[src/rtl/seq_pkg.sv]
// Shared definitions for the sequence player: FSM state encoding, colour
// constants and the fixed colour tables used by seq_rom.
package seq_pkg;

  typedef enum logic [1:0] {
    IDLE = 2'd0,
    SHOW = 2'd1,
    GAP  = 2'd2,
    FIN  = 2'd3
  } state_t;

  localparam logic [3:0] RED    = 4'b0001;
  localparam logic [3:0] GREEN  = 4'b0010;
  localparam logic [3:0] BLUE   = 4'b0100;
  localparam logic [3:0] YELLOW = 4'b1000;

  localparam int TABLE_STEPS = 16;

  localparam logic [3:0] SEQ0_TABLE [TABLE_STEPS] = '{
    RED, YELLOW, BLUE, YELLOW, RED, GREEN, BLUE, YELLOW,
    RED, GREEN, YELLOW, GREEN, RED, YELLOW, BLUE, GREEN
  };

  localparam logic [3:0] SEQ1_TABLE [TABLE_STEPS] = '{
    GREEN, BLUE, RED, YELLOW, BLUE, GREEN, YELLOW, RED,
    GREEN, RED, BLUE, YELLOW, RED, BLUE, GREEN, YELLOW
  };

  // Sequences 2 and 3 are simple rotations, handy for bring-up on the board.
  localparam logic [3:0] SEQ2_TABLE [TABLE_STEPS] = '{
    RED, GREEN, BLUE, YELLOW, RED, GREEN, BLUE, YELLOW,
    RED, GREEN, BLUE, YELLOW, RED, GREEN, BLUE, YELLOW
  };

  localparam logic [3:0] SEQ3_TABLE [TABLE_STEPS] = '{
    YELLOW, BLUE, GREEN, RED, YELLOW, BLUE, GREEN, RED,
    YELLOW, BLUE, GREEN, RED, YELLOW, BLUE, GREEN, RED
  };

endpackage

[src/rtl/seq_rom.sv]
// Combinational colour lookup: returns the one-hot colour for step 'address'
// of sequence 'sel'.
module seq_rom
  import seq_pkg::*;
#(
  parameter int SIZE  = 4,
  parameter int DEPTH = 16,
  parameter int NSEQ  = 4
) (
  input  logic [$clog2(NSEQ)-1:0]  sel,
  input  logic [$clog2(DEPTH)-1:0] address,
  output logic [SIZE-1:0]          colour
);

  logic [3:0] idx;
  logic [3:0] entry;

  assign idx = 4'(address);

  always_comb begin
    entry = 4'b0000;
    case (int'(sel))
      0:       entry = SEQ0_TABLE[idx];
      1:       entry = SEQ1_TABLE[idx];
      2:       entry = SEQ2_TABLE[idx];
      default: entry = SEQ3_TABLE[idx];
    endcase
  end

  assign colour = SIZE'(entry);

endmodule

[src/rtl/seq_player.sv]
// Plays a stored colour sequence one step at a time: each step is shown for
// ON_TICKS cycles followed by OFF_TICKS blank cycles, then a one-cycle done.
module seq_player
  import seq_pkg::*;
#(
  parameter int SIZE      = 4,
  parameter int DEPTH     = 16,
  parameter int NSEQ      = 4,
  parameter int ON_TICKS  = 8,
  parameter int OFF_TICKS = 2
) (
  input  logic                     clk,
  input  logic                     rst_n,
  input  logic                     start,
  input  logic                     stop,
  input  logic [$clog2(NSEQ)-1:0]  seq_sel,
  input  logic [$clog2(DEPTH):0]   len,
  output logic [SIZE-1:0]          saida,
  output logic [$clog2(DEPTH)-1:0] address,
  output logic                     busy,
  output logic                     done
);

  localparam int SW = $clog2(NSEQ);
  localparam int AW = $clog2(DEPTH);
  localparam int LW = AW + 1;
  localparam int TMAX = (ON_TICKS > OFF_TICKS) ? ON_TICKS : OFF_TICKS;
  localparam int TW = $clog2(TMAX + 1);

  localparam logic [TW-1:0] ON_LAST  = TW'(ON_TICKS - 1);
  localparam logic [TW-1:0] OFF_LAST = TW'((OFF_TICKS > 0) ? OFF_TICKS - 1 : 0);
  localparam logic [LW-1:0] LEN_MAX  = LW'(DEPTH);

  state_t        state, stateNext;
  logic [AW-1:0] addrNext;
  logic [TW-1:0] tick, tickNext;
  logic [SW-1:0] selReg, selNext;
  logic [LW-1:0] lenReg, lenNext;
  logic          lastStep;
  logic [SIZE-1:0] romColour;

  seq_rom #(
    .SIZE  (SIZE),
    .DEPTH (DEPTH),
    .NSEQ  (NSEQ)
  ) u_rom (
    .sel     (selReg),
    .address (address),
    .colour  (romColour)
  );

  // Comparing address+1 against len avoids underflow when len is zero.
  assign lastStep = (({1'b0, address} + LW'(1)) == lenReg);

  always_ff @(posedge clk or negedge rst_n) begin
    if (!rst_n) begin
      state   <= IDLE;
      address <= '0;
      tick    <= '0;
      selReg  <= '0;
      lenReg  <= '0;
    end else begin
      state   <= stateNext;
      address <= addrNext;
      tick    <= tickNext;
      selReg  <= selNext;
      lenReg  <= lenNext;
    end
  end

  always_comb begin
    stateNext = state;
    addrNext  = address;
    tickNext  = tick;
    selNext   = selReg;
    lenNext   = lenReg;
    if (stop) begin
      stateNext = IDLE;
      addrNext  = '0;
      tickNext  = '0;
    end else begin
      case (state)
        IDLE: begin
          if (start) begin
            selNext   = seq_sel;
            lenNext   = (len > LEN_MAX) ? LEN_MAX : len;
            addrNext  = '0;
            tickNext  = '0;
            stateNext = (len == '0) ? FIN : SHOW;
          end
        end
        SHOW: begin
          if (tick == ON_LAST) begin
            tickNext = '0;
            if (OFF_TICKS > 0) begin
              stateNext = GAP;
            end else if (lastStep) begin
              stateNext = FIN;
            end else begin
              addrNext = address + 1'b1;
            end
          end else begin
            tickNext = tick + 1'b1;
          end
        end
        GAP: begin
          if (tick == OFF_LAST) begin
            tickNext = '0;
            if (lastStep) begin
              stateNext = FIN;
            end else begin
              addrNext  = address + 1'b1;
              stateNext = SHOW;
            end
          end else begin
            tickNext = tick + 1'b1;
          end
        end
        FIN: begin
          stateNext = IDLE;
          addrNext  = '0;
        end
        default: begin
          stateNext = IDLE;
          addrNext  = '0;
          tickNext  = '0;
        end
      endcase
    end
  end

  assign saida = (state == SHOW) ? romColour : '0;
  assign busy  = (state == SHOW) || (state == GAP);
  assign done  = (state == FIN);

endmodule

[config.mk]
export PLATFORM = sky130hd
export DESIGN_NAME = seq_player
export DESIGN_NICKNAME = d
export VERILOG_FILES = /design/src/rtl/seq_pkg.sv /design/src/rtl/seq_rom.sv /design/src/rtl/seq_player.sv
export SDC_FILE = /design/constraint.sdc
export NUM_CORES = 1
export LEC_CHECK = 0
export ABC_AREA = 1
export ABC_CLOCK_PERIOD_IN_PS = 2380
export CAP_MARGIN = 20
export CORE_MARGIN = 2
export CORE_UTILIZATION = 37
export CTS_CLUSTER_DIAMETER = 150
export CTS_CLUSTER_SIZE = 25
export DETAILED_ROUTE_END_ITERATION = 8
export MAX_ROUTING_LAYER = met4
export PLACE_DENSITY = 0.63
export REMOVE_ABC_BUFFERS = 1
export SYNTH_ARGS = -nofsm -noshare
export SYNTH_HDL_FRONTEND = slang
export SYNTH_SLANG_ARGS = --single-unit
[constraint.sdc]
create_clock -name clk -period 2.38 [get_ports clk]
set_clock_uncertainty 0.2 [all_clocks]
set_input_delay 0.714 -clock clk [delete_from_list [all_inputs] [get_ports clk]]
set_output_delay 0.714 -clock clk [all_outputs]
set_load 0.05 [all_outputs]
==> results of run 1 <==
-- final timing paths --
kind	end	cells past startpoint	start	slack, ps
min reg2reg	lenReg[0]$_DFFE_PN0P_	2	lenReg[0]$_DFFE_PN0P_	340
max in group asynchronous	address[2]$_DFFE_PN0P_	2	rst_n	1190
min in group asynchronous	lenReg[2]$_DFFE_PN0P_	2	rst_n	580
max	saida[2]	8	address[1]$_DFFE_PN0P_	-280
max reg2reg	address[2]$_DFFE_PN0P_	12	address[0]$_DFFE_PN0P_	330
min	lenReg[0]$_DFFE_PN0P_	2	lenReg[0]$_DFFE_PN0P_	340
-- placed cells by master, fill, tap and decap left out, drive strengths merged --
master	Yosys	routed
o22ai	4	4
dfrtp	17	17
o21ai	13	13
a21oi	9	9
ha	12	12
nand2	61	61
o211ai	1	1
nand3	16	16
buf	3	37
clkbuf	0	4
nor2	27	27
or2	1	1
nand4	3	3
nor3	2	2
inv	36	36
o221ai	1	1
nor3b	1	1
clkdlybuf4s50	0	10
a31oi	2	2
nand3b	1	1
-- metal layers --
layer	global-route usage (%)	vias up	wire length, um
met5	-	-	0
li1	-	763	-
met2	31.9	26	1810
met4	8.07	0	63
met3	2.05	6	86
met1	23.4	664	1650
-- power by group through the flow --
stage	Clock, mW	Combinational [mW]	Sequential, mW
floorplan	0	0.699	0.456
global placement	0	1.16	0.442
detailed placement	0	1.16	0.446
CTS	0.226	1.19	0.444
global route	0.237	1.35	0.458
finish	0.220	1.23	0.447
-- per-stage QoR --
step | setup slack, ps | TNS (ps) | power (mW) | util (%) | hold WS [ps]
floorplan | -829 | -3150 | 1.15 | - | 218
global placement | -153 | -319 | 1.60 | 50.7 | 307
detailed placement | -123 | -383 | 1.60 | 50.7 | 323
CTS | -239 | -927 | 1.86 | 54.0 | 348
global route | -338 | -1260 | 2.04 | 57.2 | 370
finish | -285 | -989 | 1.90 | 57.2 | 343
-- registers in the layout, summed over array words and instances, names as in the netlist --
register  cells
lenReg        5
address       4
tick          4
selReg        2
state         2
-- final cells by class --
type                    count  area [sq um]
inverters                  36           140
well taps                  48          60.1
clock buffers               4          45.0
repair buffers             47           473
flip-flops and latches     17           429
fillers                   350          1570
multi-input cells         154           947
-- worst max-delay path, stage by stage (launching register included) --
cell	delay, ps
dfrtp_2	460
buf_6	140
ha_4	150
inv_2	60
nor2_4	40
nor3b_2	240
nand3b_1	170
a21oi_2	70
buf_6	160
-- cells in the mapped netlist --
cell      number
nand2_1       58
inv_1         31
nor2_1        22
dfrtp_1       17
nand3_1       15
ha_1          12
o21ai_0       10
a21oi_1        9
inv_2          5
o22ai_1        4
nand4_1        3
nor2_2         3
o21ai_1        3
a31oi_1        2
buf_4          2
nand2_2        2
nor2_4         2
nor3_1         2
buf_6          1
nand2_4        1
nand3_4        1
nand3b_1       1
nor3b_1        1
o211ai_1       1
o221ai_1       1
or2_2          1
-- logic make-up after synthesis --
kind of cell	after synthesis
AOI/OAI and AO/OA	30
adders and majority gates	12
buffers and inverters	39
DFF	17
and+or+nand+nor	112
-- timing repair --
action,4_1_cts,5_1_grt
hold buffers,0,0
setup buffers,2,5
endpoints found under the setup margin,4,4
pin swaps,3,10
gates resized for setup,21,21
==> reports/results.ini, run 1 <==
[sta]
finalMaxSlewViolations = 0
post-route-period-util_pct = 112
hold_viol_final = 0
min_period_ps = 2660
setup_ws_ps = -285
slew_headroom_pct = 71.4
rsz0062_at_grt = yes
fmax_mhz = 375
tightest_slew_ps = 427
setup_viol_count_final = 4

[clock_network]
clock-sinks = 17
clkSlewWorstSetupHoldPaths_ps = 70
htree_levels = 1
cts_tree = yes
numCtsBuffers = 3
clock_path_buffers = 2
clkLatencyLatePin_ps = 250
root_buffer = clkbuf_8

[outcome]
violations = negative setup slack
outcome = finished, violations left

[grt]
grt_pass1_wl_um = 6100
grt_usage_pct = 19.1
grt_max_degree = 18
grt_pass1_vias = 1345
antenna_found_initial = 0
overflow = 0

[power_and_ir_drop]
vdd_ir_drop_max_v = 0.000573
clkPwrFrac_pct = 11.6
swShare_pct = 46.8
pwr-share-seq_pct = 23.5
p_switching_mw = 0.890
internal_power_mw = 1.01
power_density_nw_per_um2 = 907
p_leak_nw = 0.999
pwr-share-comb_pct = 64.9

[die]
die_w_um = 65.7
fp.dieH_um = 65.7
num_io_pins = 21
coreArea_sq_um = 3660
dieArea_sq_um = 4320
initial_core_util_pct = 38.5
rows = 22

[synth]
synth-simple-area-share_pct = 36.1
yosysTopAreaCell = dfrtp_1
yosysWarnings = 0
ys_types = 26
synthesis.area_sq_um = 1410
synth_top_area_share_pct = 30.2
syn_inst = 210
seq_area_frac_synth_pct = 30.2
synth_xor_area_share_pct = 0
synth_top_family_by_area = simple AND/OR/NAND/NOR gates
muxShareOfSynthArea_pct = 0
synth_adder_area_share_pct = 10.7
synth_compound_area_share_pct = 11.6
synth_area_leaders = dfrtp_1 (30%), nand2_1 (15%), ha_1 (11%), inv_1 (8.3%), nor2_1 (5.9%)
ys_ff_latch = 17
syn_avg_cell_area_sq_um = 6.71

[setup_path]
worstPathArrival_ps = 1750
cp_max_fo = 3
worstSetupStartpointType = flip-flop
crit_path_end_kind = output pin
cp.required_ps = 1470
critical_path_class = flip-flop to output pin

[route]
firstDrtPassIters = 4
drc_errors = 0
drt_iter0_drc = 54
wl_per_cell_um = 11.8
vias = 1459
antenna_left = 0
viasPerCell = 4.77
wl_um = 3600

[job]
drv_cap = 0

[final_layout]
drive_gt1_share_pct = 32.2
final_nets = 282
insertedDiodeCount = 0
fin_area_sq_um = 2090
instances_no_fill = 306
area_delta_synth_final_pct = 48.7

[worst_hold_path]
worstHoldPathType = flip-flop to flip-flop

[placed_design]
place_area_sq_um = 1860
numPortBuffers = 20
dp.cells = 295
place_congestion = 0.967
hpwlAfterDp_um = 2750

Power figures use the tool's default switching activity.
==> run 2: changes to the inputs <==
Settings changed: SLEW_MARGIN from default to 20.
==> results of run 2 <==
No change in the layout: final DEF, timing and power equal those of run 1.
==> run 3: changes to the inputs <==
Settings changed: CTS_CLUSTER_DIAMETER 150 to 50, GPL_ROUTABILITY_DRIVEN from default to 0.
==> run 3 against run 2 <==
Net effect:
- the run still ends with negative setup slack left
- global-route usage down 1.3 points
- via count fell by 0.41%
- die area stayed put
- clock power about the same
- cell count is 1.6% lower
- register-to-register slack gained 40 ps
- critical path type unchanged
- maximum frequency up 0.95%
- combinational power shrank 3%
- sequential power barely moved
- core utilization down 1.3 points
==> reports/results.ini, run 3 (synthesis gave the netlist of run 1 again) <==
[outcome]
violations = negative setup slack
outcome = finished, violations left

[clock_network]
clkSlewWorstSetupHoldPaths_ps = 70
root_buffer = clkbuf_8
clock-sinks = 17
htree_levels = 1
clkLatencyLatePin_ps = 260
numCtsBuffers = 3
cts_tree = yes
clock_path_buffers = 2

[setup_path]
cp_cell_sequence = ha_4 -> ha_2 -> nor2_1 -> nand2_1 -> nand3_2 -> nand2_2 -> nor2_2 -> nor2_2 -> buf_12
cp_max_fo = 4
crit_path_end_kind = output pin
reg2reg_slack_ps = 370
ff2ff_path_depth = 12
crit_path_max_incr_delay_ps = 460
crit_top_cell = nor2_2
worstSetupStartpointType = flip-flop
worst_path_max_delay_cell = dfrtp_2
regToRegEndpoint = address[0]$_DFFE_PN0P_
worstPathArrival_ps = 1730
worstReg2RegStart = address[1]$_DFFE_PN0P_
critical_path_class = flip-flop to output pin
cp.required_ps = 1470

[worst_hold_path]
hp-start = lenReg[0]$_DFFE_PN0P_
hold_depth = 2
worstHoldPathType = flip-flop to flip-flop
hold-path-endpoint = lenReg[0]$_DFFE_PN0P_

[placed_design]
numPortBuffers = 20
dp.cells = 293
hpwlAfterDp_um = 2540

[final_layout]
insertedDiodeCount = 0
utilization_pct = 55.9
area_delta_synth_final_pct = 45.4
largest_register = lenReg
instances_no_fill = 301
nFillCells = 327
drive_gt1_share_pct = 30.4
largest_reg_flops = 5
final_common_cell = nand2_1
final_nets = 277
regArea_sq_um = 429
top_regs = lenReg (5), address (4), tick (4)
multi_input_area_sq_um = 941
layout_common_cells = nand2_1 (55), inv_1 (28), buf_4 (24)

[die]
die_w_um = 65.7
num_io_pins = 21
coreArea_sq_um = 3660
fp.dieH_um = 65.7
initial_core_util_pct = 38.5
dieArea_sq_um = 4320
rows = 22

[sta]
setup_ws_ps = -259
slew_headroom_pct = 76.7
tightest_slew_ps = 348
rsz0062_at_grt = yes
setup_viol_count_final = 4
fmax_mhz = 379
post-route-period-util_pct = 111
finalMaxSlewViolations = 0
min_period_ps = 2640
hold_viol_final = 0

[route]
drt_iter0_drc = 55
wl_um = 3320
drc_errors = 0
viasPerCell = 4.83
firstDrtPassIters = 4
wl_per_cell_um = 11.0
antenna_left = 0
vias = 1453

[grt]
overflow = 0
grt_usage_pct = 17.8
antenna_found_initial = 0
grt_max_degree = 18
grt_pass1_wl_um = 5890
grt_pass1_vias = 1365

[power_and_ir_drop]
vdd_ir_drop_max_v = 0.000487
power_density_nw_per_um2 = 908
p_leak_nw = 0.981
power_mw = 1.86

[job]
drv_cap = 0

run 3: final cells by class:
type,count,area share [%]
clock buffer,3,2.02
clock inverter,1,0.244
inverter,36,6.84
multi-input combinational,154,45.9
sequential,17,21.0
tap,48,2.93
timing repair buffer,42,21.1
run 3: where the power goes:
group          switching, mW  leakage (nW)  internal (mW)  total, mW
Clock                  0.102        0.0255          0.116      0.218
Combinational          0.697         0.737          0.496       1.19
Sequential            0.0686         0.219          0.380      0.448
Total                  0.868         0.981          0.992       1.86
run 3: metrics by stage:
stage	cell area (sq um)	setup WS, ps	TNS (ps)	hold WS (ps)
after floorplan	1380	-829	-3150	218
after global placement	1840	-88.8	-240	300
after detailed placement	1840	-87.1	-305	314
after CTS	2000	-239	-860	331
after global routing	2050	-356	-1260	370
final	2050	-259	-900	327
run 3: worst max-delay path by stage:
stage                                      start        to  slack, ps  depth (start not counted)
final                     address[1]$_DFFE_PN0P_  saida[3]       -260                          9
after global routing      address[1]$_DFFE_PN0P_  saida[3]       -360                          9
after CTS                 address[1]$_DFFE_PN0P_  saida[3]       -240                          9
after detailed placement  address[0]$_DFFE_PN0P_  saida[1]        -90                          8
after global placement    address[0]$_DFFE_PN0P_  saida[1]        -90                          8
after floorplan           address[0]$_DFFE_PN0P_  saida[1]       -830                          7
run 3: routing by layer:
layer	part of all wire, %	up-vias	global-route usage [%]
met1	44	659	21.6
li1	-	759	-
met5	0	-	-
met4	1.6	0	6.77
met2	52	29	30.7
met3	2.5	6	1.71
run 3: repair_timing:
action                                  in CTS  in global routing
resized for setup                           28                 10
buffers inserted                             3                  1
hold endpoints to repair                     0                  0
pin swaps                                    8                 10
endpoints found under the setup margin       4                  4
hold buffers                                 0                  0
run 3: critical path, delay by kind of cell, from the launching register on:
kind | cells | cell delay, ps
AND/OR/NAND/NOR | 6 | 500
flip-flops | 1 | 460
adder cells (fa/ha/maj) | 2 | 370
buffers and inverters | 1 | 150
